`config.mk`:
```
export PLATFORM = sky130hd
export DESIGN_NAME = axi_fourchan_tier2_slave_llink
export DESIGN_NICKNAME = d
export VERILOG_FILES = /design/src/rtl/axi_fourchan_tier2_slave_llink.sv
export SDC_FILE = /design/constraint.sdc
export NUM_CORES = 1
export LEC_CHECK = 0
export ABC_AREA = 1
export BUFFER_PORTS_ARGS = -buffer_cell sky130_fd_sc_hd__buf_2
export CAP_MARGIN = 20
export CORE_AREA = 2 2 471 473
export DETAILED_ROUTE_END_ITERATION = 10
export DIE_AREA = 0 0 473 475
export GPL_TIMING_DRIVEN = 0
export PLACE_DENSITY = 0.49
export SLEW_MARGIN = 30
export SYNTH_ARGS = -nofsm -noshare
export SYNTH_HDL_FRONTEND = slang
export SYNTH_SLANG_ARGS = --single-unit
```
`constraint.sdc`:
```
create_clock -name clk_wr -period 21.2 [get_ports clk_wr]
set_input_delay 1.06 -clock clk_wr [delete_from_list [all_inputs] [get_ports clk_wr]]
set_output_delay 1.06 -clock clk_wr [all_outputs]
set_load 0.005 [all_outputs]
```
`src/rtl/axi_fourchan_tier2_slave_llink.sv`:
```
// Slave-side logic-link endpoint: packs four 74-bit AXI channels into one 296-bit word under
// credit flow control on TX, and buffers/splits incoming words through a FWFT FIFO on RX.
module axi_fourchan_tier2_slave_llink #(
  parameter int TX_CREDITS = 4,
  parameter int RX_DEPTH   = 4,
  parameter int CW         = 4
) (
  input  logic         clk_wr,
  input  logic         rst_wr_n,
  input  logic         rx_online,
  input  logic         m_gen2_mode,
  input  logic [73:0]  ch0_tx_data,
  input  logic [73:0]  ch1_tx_data,
  input  logic [73:0]  ch2_tx_data,
  input  logic [73:0]  ch3_tx_data,
  input  logic         user_tx_valid,
  output logic         user_tx_ready,
  output logic [295:0] txfifo_tx_data,
  output logic         txfifo_tx_valid,
  input  logic         rx_credit_return,
  input  logic [295:0] rxfifo_rx_data,
  input  logic         rxfifo_rx_valid,
  output logic [73:0]  ch0_rx_data,
  output logic [73:0]  ch1_rx_data,
  output logic [73:0]  ch2_rx_data,
  output logic [73:0]  ch3_rx_data,
  output logic         user_rx_valid,
  input  logic         user_rx_ready,
  output logic         tx_credit_return,
  output logic         rx_overflow,
  output logic         credit_err
);

  localparam int AW = (RX_DEPTH > 1) ? $clog2(RX_DEPTH) : 1;
  localparam logic [CW-1:0] CRED_MAX = CW'(TX_CREDITS);
  localparam logic [CW-1:0] CRED_ONE = CW'(1);
  localparam logic [AW:0]   CNT_FULL = (AW+1)'(RX_DEPTH);
  localparam logic [AW:0]   CNT_ONE  = (AW+1)'(1);
  localparam logic [AW-1:0] PTR_ONE  = AW'(1);

  typedef enum logic {OFFLINE = 1'b0, ACTIVE = 1'b1} state_t;

  state_t        state, state_nxt;
  logic [CW-1:0] credit, credit_nxt;
  logic          cerr_set;
  logic          active, staying, send;

  logic [295:0]  mem [RX_DEPTH];
  logic [AW-1:0] wr_ptr, rd_ptr;
  logic [AW:0]   count;
  logic          full, push, pop, wr_en;
  logic [295:0]  head;

  assign active  = (state == ACTIVE);
  assign staying = active & rx_online;

  assign user_tx_ready = active && (credit != '0) && !(!m_gen2_mode && txfifo_tx_valid);
  assign send          = user_tx_valid & user_tx_ready;

  always_ff @(posedge clk_wr or negedge rst_wr_n) begin
    if (!rst_wr_n) begin
      state  <= OFFLINE;
      credit <= '0;
    end else begin
      state  <= state_nxt;
      credit <= credit_nxt;
    end
  end

  always_comb begin
    state_nxt  = state;
    credit_nxt = credit;
    cerr_set   = 1'b0;
    case (state)
      OFFLINE: begin
        credit_nxt = '0;
        if (rx_online) begin
          state_nxt  = ACTIVE;
          credit_nxt = CRED_MAX;
        end
      end
      ACTIVE: begin
        if (!rx_online) begin
          state_nxt  = OFFLINE;
          credit_nxt = '0;
        end else if (send && !rx_credit_return) begin
          credit_nxt = credit - CRED_ONE;
        end else if (!send && rx_credit_return) begin
          // a return with nothing outstanding is a far-end protocol error
          if (credit == CRED_MAX) cerr_set = 1'b1;
          else                    credit_nxt = credit + CRED_ONE;
        end
      end
      default: state_nxt = OFFLINE;
    endcase
  end

  // A send accepted in the same cycle the link drops is not forwarded.
  always_ff @(posedge clk_wr or negedge rst_wr_n) begin
    if (!rst_wr_n) begin
      txfifo_tx_valid <= 1'b0;
      txfifo_tx_data  <= '0;
      credit_err      <= 1'b0;
    end else begin
      txfifo_tx_valid <= send & staying;
      if (send && staying)
        txfifo_tx_data <= {ch3_tx_data, ch2_tx_data, ch1_tx_data, ch0_tx_data};
      if (cerr_set) credit_err <= 1'b1;
    end
  end

  assign full          = (count == CNT_FULL);
  assign user_rx_valid = (count != '0);
  assign push          = active & rxfifo_rx_valid;
  assign pop           = user_rx_valid & user_rx_ready;
  assign wr_en         = push & (!full | pop);

  always_ff @(posedge clk_wr) begin
    if (wr_en) mem[wr_ptr] <= rxfifo_rx_data;
  end

  always_ff @(posedge clk_wr or negedge rst_wr_n) begin
    if (!rst_wr_n) begin
      wr_ptr           <= '0;
      rd_ptr           <= '0;
      count            <= '0;
      tx_credit_return <= 1'b0;
      rx_overflow      <= 1'b0;
    end else begin
      tx_credit_return <= pop & staying;
      if (push && full && !pop) rx_overflow <= 1'b1;
      if (!staying) begin
        wr_ptr <= '0;
        rd_ptr <= '0;
        count  <= '0;
      end else begin
        if (wr_en) wr_ptr <= wr_ptr + PTR_ONE;
        if (pop)   rd_ptr <= rd_ptr + PTR_ONE;
        if (wr_en && !pop)      count <= count + CNT_ONE;
        else if (!wr_en && pop) count <= count - CNT_ONE;
      end
    end
  end

  assign head        = user_rx_valid ? mem[rd_ptr] : '0;
  assign ch0_rx_data = head[73:0];
  assign ch1_rx_data = head[147:74];
  assign ch2_rx_data = head[221:148];
  assign ch3_rx_data = head[295:222];

endmodule

```
==> impl_metrics.toml, run 1 <==
[setup_path]
crit_top_cell = "buf_2"
slowest_stage = "clkbuf_1"
arrival_ns = 3.82
path_buf_inv = 5
path_cells = "buf_2, inv_2, buf_2, clkbuf_1, o21ai_0, a21oi_1, buf_2"
endpoint_kind = "primary output"
cp_top_family = "buffers and inverters"
start_kind = "flip-flop"
rr_worst_depth = 12
path_max_fanout = 10
path_depth = 7
slowest_delay_ns = 0.68
critical_path_class = "flip-flop to primary output"
crit_required_ns = 20.14

[cells_and_area]
area_growth_pct = 30.41
drive_above_1_share_pct = 26.06
most-common-layout-cells = "1291 x buf_2, 1187 x nor2_1, 1184 x edfxtp_1"
nets = 6919
final_common_cell = "buf_2"

[synthesis]
ys_types = 28
synth_largest_area_cell = "edfxtp_1"
synth.ff_latch_count = 1496
synthesis.area_um2 = 57650
netlist.area_leader.share_pct = 61.67
synth_area_leaders = "edfxtp_1 62%, dfrtp_1 14%, nor2_1 7.8%, nand2_1 5.9%, o21ai_0 5.2%"
synth_fp_nets = 5460
synth_area_per_cell_um2 = 11.89
synth-compound-area-share_pct = 7.892
yosys_warnings = 0
yosys-mux-area-fraction_pct = 0
synth_cells = 4850
synth-seq-area-share_pct = 75.22
synth_xor_area_share_pct = 0.04558
synth-simple-area-share_pct = 13.86
synth-adder-area-share_pct = 0.2431
synth_top_family_by_area = "simple AND/OR/NAND/NOR gates"

[floorplan]
die_h_um = 475
start_util_pct = 26.31
rows = 172
fp.coreArea_um2 = 219100
die-area_um2 = 224700
ios = 1198
die_x_um = 473

[placed_design]
port_buffers = 1197
place_hpwl_um = 197200
gp_congestion = 0.9624
pre_cts_ws_ns = 16.89

[clock_network]
cts_setup_buffers = 0
cts_sinks = 1496
clk_pin_slew_worst_paths_ns = 0.06
numCtsBuffers = 170
cts_max_level = 4
postCtsResizedCells = 0
cts_tree = "yes"
ctsRootBufferMaster = "clkbuf_16"
cts_hold_buf = 0
ctsLongestPathBuffers = 3
worst_skew_pair.late_latency_ns = 0.80

[power]
power_density_nw_per_um2 = 99.05
leakagePower_nw = 30.87
ir_worst_vdd_mv = 0.07520

[global_route]
grt_pass1_wl_um = 346400
grt_pass1_vias = 42120
antenna_found_initial = 130
grt_max_degree = 79
grt_usage_pct = 22.24
gr-total-overflow = 0

[routing]
routed_wl_um = 257500
dr.pass1.iters = 5
vias_per_cell = 4.577
wl_per_cell_um = 27.51
vias = 42850
ant_nets = 0
dr.first_iter.drc_count = 3426
drc = 0

[sta]
period_share_pct = 23.00
setup_viol_count_final = 0
max_freq_ghz = 0.2051
fin_worst_skew_ns = 0.04759
grt_setup_unrepaired = "false"
period_needed_ns = 4.877
slew_headroom_pct = 30.30
fin_ws_ns = 16.32
hold_viol_final = 0
setup_tns_ns = 0
worstMarginPinSlew_ns = 1.045
drv_slew = 0

[run]
drv_cap = 0

[worst_hold_path]
hold_path.class = "input pin to async pin"

[run_status]
status = "finished clean"
## synthesized netlist by cell type
cell type	count
a21oi_1	300
a31oi_4	1
and3_1	1
buf_1	15
buf_2	95
buf_4	16
buf_6	28
clkbuf_1	138
dfrtp_1	312
edfxtp_1	1184
fa_1	2
ha_1	8
inv_1	21
inv_2	4
nand2_1	912
nand2_2	2
nand3_1	11
nand4_1	1
nor2_1	1191
nor2_2	1
nor2_4	1
o211ai_1	1
o21ai_0	598
o21ai_1	1
o21bai_1	2
o22ai_1	1
xnor2_1	1
xor2_1	2
## path summary, 6_finish.rpt
check                      slack (ns)                   to           startpoint
min reg2reg                      0.47  txfifo_tx_data[259]  txfifo_tx_data[259]
max reg2reg                     17.92          mem[1][183]             count[0]
max                             16.32      ch0_rx_data[30]            rd_ptr[0]
max in group asynchronous       19.05   txfifo_tx_data[64]             rst_wr_n
min                              0.15  txfifo_tx_data[269]             rst_wr_n
min in group clk_wr              0.40               active            rx_online
## worst register-to-register path: cells and delay by family, from the launching register on
kind          cells  cell delay [ns]
flops             1             0.40
simple gates      4             1.02
buf+inv           8             1.56
## cell type report
| class | count | area, µm² |
|---|---|---|
| well taps | 2871 | 3592 |
| flip-flops and latches | 1496 | 43360 |
| inverters | 25 | 93.84 |
| fillers | 22070 | 143900 |
| clock inverters | 80 | 817.0 |
| multi-input cells | 3037 | 12740 |
| plain buffers | 292 | 1498 |
| diodes | 47 | 117.6 |
| clock buffers | 227 | 4548 |
| repair buffers | 1287 | 8411 |
## power breakdown
part	internal, mW	switching (mW)
Clock	1.63	1.25
Sequential	3.40	0.137
Combinational	0.330	0.708
## routing by layer
layer	wire, µm	vias up	GRT usage [%]	share of wire [%]
met5	585	-	0	0.23
met2	122300	1646	36.77	48
li1	-	19620	-	-
met4	17560	96	13.23	6.8
met3	23110	533	7.929	9.0
met1	93930	20960	24.59	36
## registers in the layout (all words and copies together), names as in the netlist
| register | flops |
|---|---|
| mem | 1184 |
| txfifo_tx_data | 296 |
| credit | 4 |
| count | 3 |
| rd_ptr | 2 |
| wr_ptr | 2 |
| active | 1 |
| credit_err | 1 |
| rx_overflow | 1 |
| tx_credit_return | 1 |
| txfifo_tx_valid | 1 |
## through the flow
step / hold slack, ns / util [%] / instance area, µm² / power (mW) / cells
after global placement: 0.4481 / 30.69 / 67230 / 4.634 / 8918
after global routing: 0.1090 / 34.28 / 75110 / 7.711 / 9335
after detailed placement: 0.4533 / 31.81 / 69690 / 4.628 / 9008
final: 0.1468 / 34.31 / 75180 / 7.446 / 9362
after CTS: 0.08758 / 34.26 / 75060 / 7.515 / 9315
after floorplan: 0.4650 / - / 57650 / 3.866 / 4850
## cells by family (layout without fill, tap and decap cells)
logic type,after synthesis,after routing
AO/OA/AOI/OAI,904,904
XOR/XNOR,3,3
adder cells (fa/ha/maj),10,10
buffers and inverters,317,1911
flip-flops,1496,1496
other,0,47
AND/OR/NAND/NOR,2120,2120
Power figures use the tool's default switching activity.
==> inputs of run 2 (changes only) <==
--- a/config.mk
+++ b/config.mk
@@ -5,14 +5,14 @@
 export SDC_FILE = /design/constraint.sdc
 export NUM_CORES = 1
 export LEC_CHECK = 0
-export ABC_AREA = 1
+export ABC_AREA = 0
 export BUFFER_PORTS_ARGS = -buffer_cell sky130_fd_sc_hd__buf_2
 export CAP_MARGIN = 20
-export CORE_AREA = 2 2 471 473
+export CORE_AREA = 2 2 469 471
 export DETAILED_ROUTE_END_ITERATION = 10
-export DIE_AREA = 0 0 473 475
+export DIE_AREA = 0 0 471 473
 export GPL_TIMING_DRIVEN = 0
-export PLACE_DENSITY = 0.49
+export PLACE_DENSITY = 0.51
 export SLEW_MARGIN = 30
 export SYNTH_ARGS = -nofsm -noshare
 export SYNTH_HDL_FRONTEND = slang
==> constraint.sdc (replaced) <==
create_clock -name clk_wr -period 4.4 [get_ports clk_wr]
set_input_delay 0.22 -clock clk_wr [delete_from_list [all_inputs] [get_ports clk_wr]]
set_output_delay 0.22 -clock clk_wr [all_outputs]
set_load 0.005 [all_outputs]
==> impl_metrics.toml, run 2 <==
[sta]
fin_ws_ns = 0.4113
setup_viol_count_final = 0
worstMarginPinSlew_ns = 0.9609
fin_worst_skew_ns = 0.06359
period_needed_ns = 3.989
drv_slew = 0
max_freq_ghz = 0.2507
hold_viol_final = 0
slew_headroom_pct = 35.94
period_share_pct = 90.65
grt_setup_unrepaired = "false"

[floorplan]
die_h_um = 473
fp.coreArea_um2 = 218200
die_x_um = 471
start_util_pct = 26.26
rows = 172
die-area_um2 = 222800
ios = 1198

[synthesis]
synth_cells = 2609
synthTopCellsByCount = "1184 x edfxtp_1, 312 x dfrtp_1, 301 x and2_1"
synth_area_leaders = "edfxtp_1 62%, dfrtp_1 14%, mux4_2 12%, mux2_4 4.7%, and2_1 3.3%"
synth.ff_latch_count = 1496
synth_edf_count = 1184
synth_largest_area_cell = "edfxtp_1"
yosysMostFrequentCell = "edfxtp_1"
synthesis.area_um2 = 57290
synthArstFlopShare_pct = 20.86
synth_fp_nets = 3219
synth-seq-area-share_pct = 75.68
netlist.area_leader.share_pct = 62.06
ys_types = 45
yosys_warnings = 0
synth_area_per_cell_um2 = 21.96
ys_dominant_reg_cell = "edfxtp_1"

[routing]
vias = 33790
dr.pass1.iters = 5
ant_nets = 0
wl_per_cell_um = 28.77
dr.first_iter.drc_count = 2466
drc = 0
routed_wl_um = 220600
vias_per_cell = 4.406

[clock_network]
numCtsBuffers = 170
cts_max_level = 4
clk_pin_slew_worst_paths_ns = 0.06
ctsRootBufferMaster = "clkbuf_16"
ctsLongestPathBuffers = 3
cts_sinks = 1496
cts_tree = "yes"
worst_skew_pair.late_latency_ns = 0.83

[cells_and_area]
reg.largest.list = "mem x1184, txfifo_tx_data x296, credit x4"
area_growth_pct = 38.88
final_common_cell = "buf_2"
utilization_pct = 36.46
largest_register = "mem"
fill_cells = 20610
largest_reg_flops = 1184
multi_input_area_um2 = 13190
nets = 5233
register_area_um2 = 43360
most-common-layout-cells = "1234 x buf_2, 1184 x edfxtp_1, 598 x dlygate4sd3_1"
drive_above_1_share_pct = 44.32

[placed_design]
gp_congestion = 0.8888
port_buffers = 1197
pre_cts_ws_ns = 0.08798
place_hpwl_um = 167500

[worst_hold_path]
hold_path.class = "input pin to flip-flop"
hold_start = "user_tx_valid"
hold_depth = 5
hold-path-endpoint = "credit_err"

[global_route]
grt_pass1_vias = 36020
gr-total-overflow = 0
grt_usage_pct = 19.32
grt_pass1_wl_um = 298900
antenna_found_initial = 71
grt_max_degree = 83

[power]
power.net_switching_mw = 9.661
comb_power_share_pct = 15.3
power_frac_seq_pct = 46.1
netSwitchingFraction_pct = 26.36
clockPowerShare_pct = 38.5
ir_worst_vdd_mv = 0.3568
power_density_nw_per_um2 = 460.5
leakagePower_nw = 30.34
p_int_mw = 26.98

[setup_path]
start_kind = "flip-flop"
r2r-end = "mem[0][160]"
rr_worst_depth = 11
arrival_ns = 4.48
endpoint_kind = "flip-flop"
path_max_fanout = 31
critical_path_class = "flip-flop to flip-flop"
worstSetupStartpoint = "active"
crit_required_ns = 4.90
r2r_start = "active"
reg2reg_slack_ns = 0.41

[run]
drv_cap = 0

[run_status]
status = "finished clean"
run 2: cell count changes in the layout (fill, tap and decap cells not counted), sizes merged, moves of 7 or more:
cell	change
inv	-18
a21oi	-294
and2	+302
nand2	-909
mux4	+296
nor2	-1183
dlygate4sd3	+598
mux2	+296
o21ai	-596
clkbuf	-92
buf	-126
nand3	-7
run 2: critical path: stages (launching register included):
cell and delay, ns:
dfrtp_1 0.40, clkbuf_1 0.34, nand2_1 0.18, a21oi_2 0.41, and2_4 0.45, buf_12 0.26, buf_12 0.24, buf_12 0.25
buf_12 0.24, buf_12 0.25, buf_12 0.24, buf_12 0.23
run 2: power groups by stage:
stage               Sequential [mW]  Clock (mW)  Combinational [mW]
global placement               17.2           0                5.12
CTS                            16.9        14.5                5.73
floorplan                      17.2           0                1.67
finish                         16.9        14.1                5.62
detailed placement             17.2           0                5.17
global route                   17.0        15.0                5.79
run 2: kinds of logic after synthesis:
logic type | Yosys count | share of synthesized area (%)
AOI/OAI and AO/OA | 26 | 0.3538
adders and majority gates | 10 | 0.2446
and+or+nand+nor | 339 | 3.640
muxes | 594 | 18.67
DFF | 1496 | 75.68
buffers and inverters | 139 | 1.334
xor gates and xnor gates | 5 | 0.07645
run 2: area by class of cell:
cell class                 count  area share (%)
timing repair buffer        1841           16.33
inverter                       5         0.02359
buffer                       134          0.9514
clock buffer                 211           5.603
clock inverter                94           1.370
multi-input combinational    975           16.58
antenna                       42          0.1321
sequential                  1496           54.50
tap                         2871           4.515
run 2: per-layer routing:
layer | vias to the layer above | global-route usage [%] | part of all wire, %
met4 | 42 | 11.35 | 6.9
li1 | 14480 | - | -
met1 | 17530 | 20.88 | 36
met3 | 426 | 5.997 | 7.3
met2 | 1311 | 33.27 | 50
met5 | - | 0.1298 | 0.10
run 2: worst max-delay path by stage:
stage,endpoint
2_1_floorplan,mem[0][0]
3_3_place_gp,mem[0][156]
3_5_place_dp,mem[0][156]
4_1_cts,mem[0][158]
5_1_grt,mem[0][156]
6_report,mem[0][160]
run 2: what timing repair did:
item                                   4_1_cts  5_1_grt
endpoints found under the hold margin     1595        0
buffers inserted                             0        0
hold buffers                               599        0
setup endpoints to repair                    0       28
gates resized for setup                      0        1
run 2: stage by stage:
step                      setup TNS, ns  hold slack (ns)  power, mW  cells  instance area, µm²
final                                 0           0.1126      36.64   7669               79570
after global routing                  0          0.07203      37.83   7654               79530
after CTS                             0          0.02995      37.12   7626               79450
after detailed placement              0          0.09808      22.32   6722               67900
after global placement         -6770.27           0.3935      22.31   6677               66880
after floorplan                 -958.65         -0.07559      18.86   2609               57300
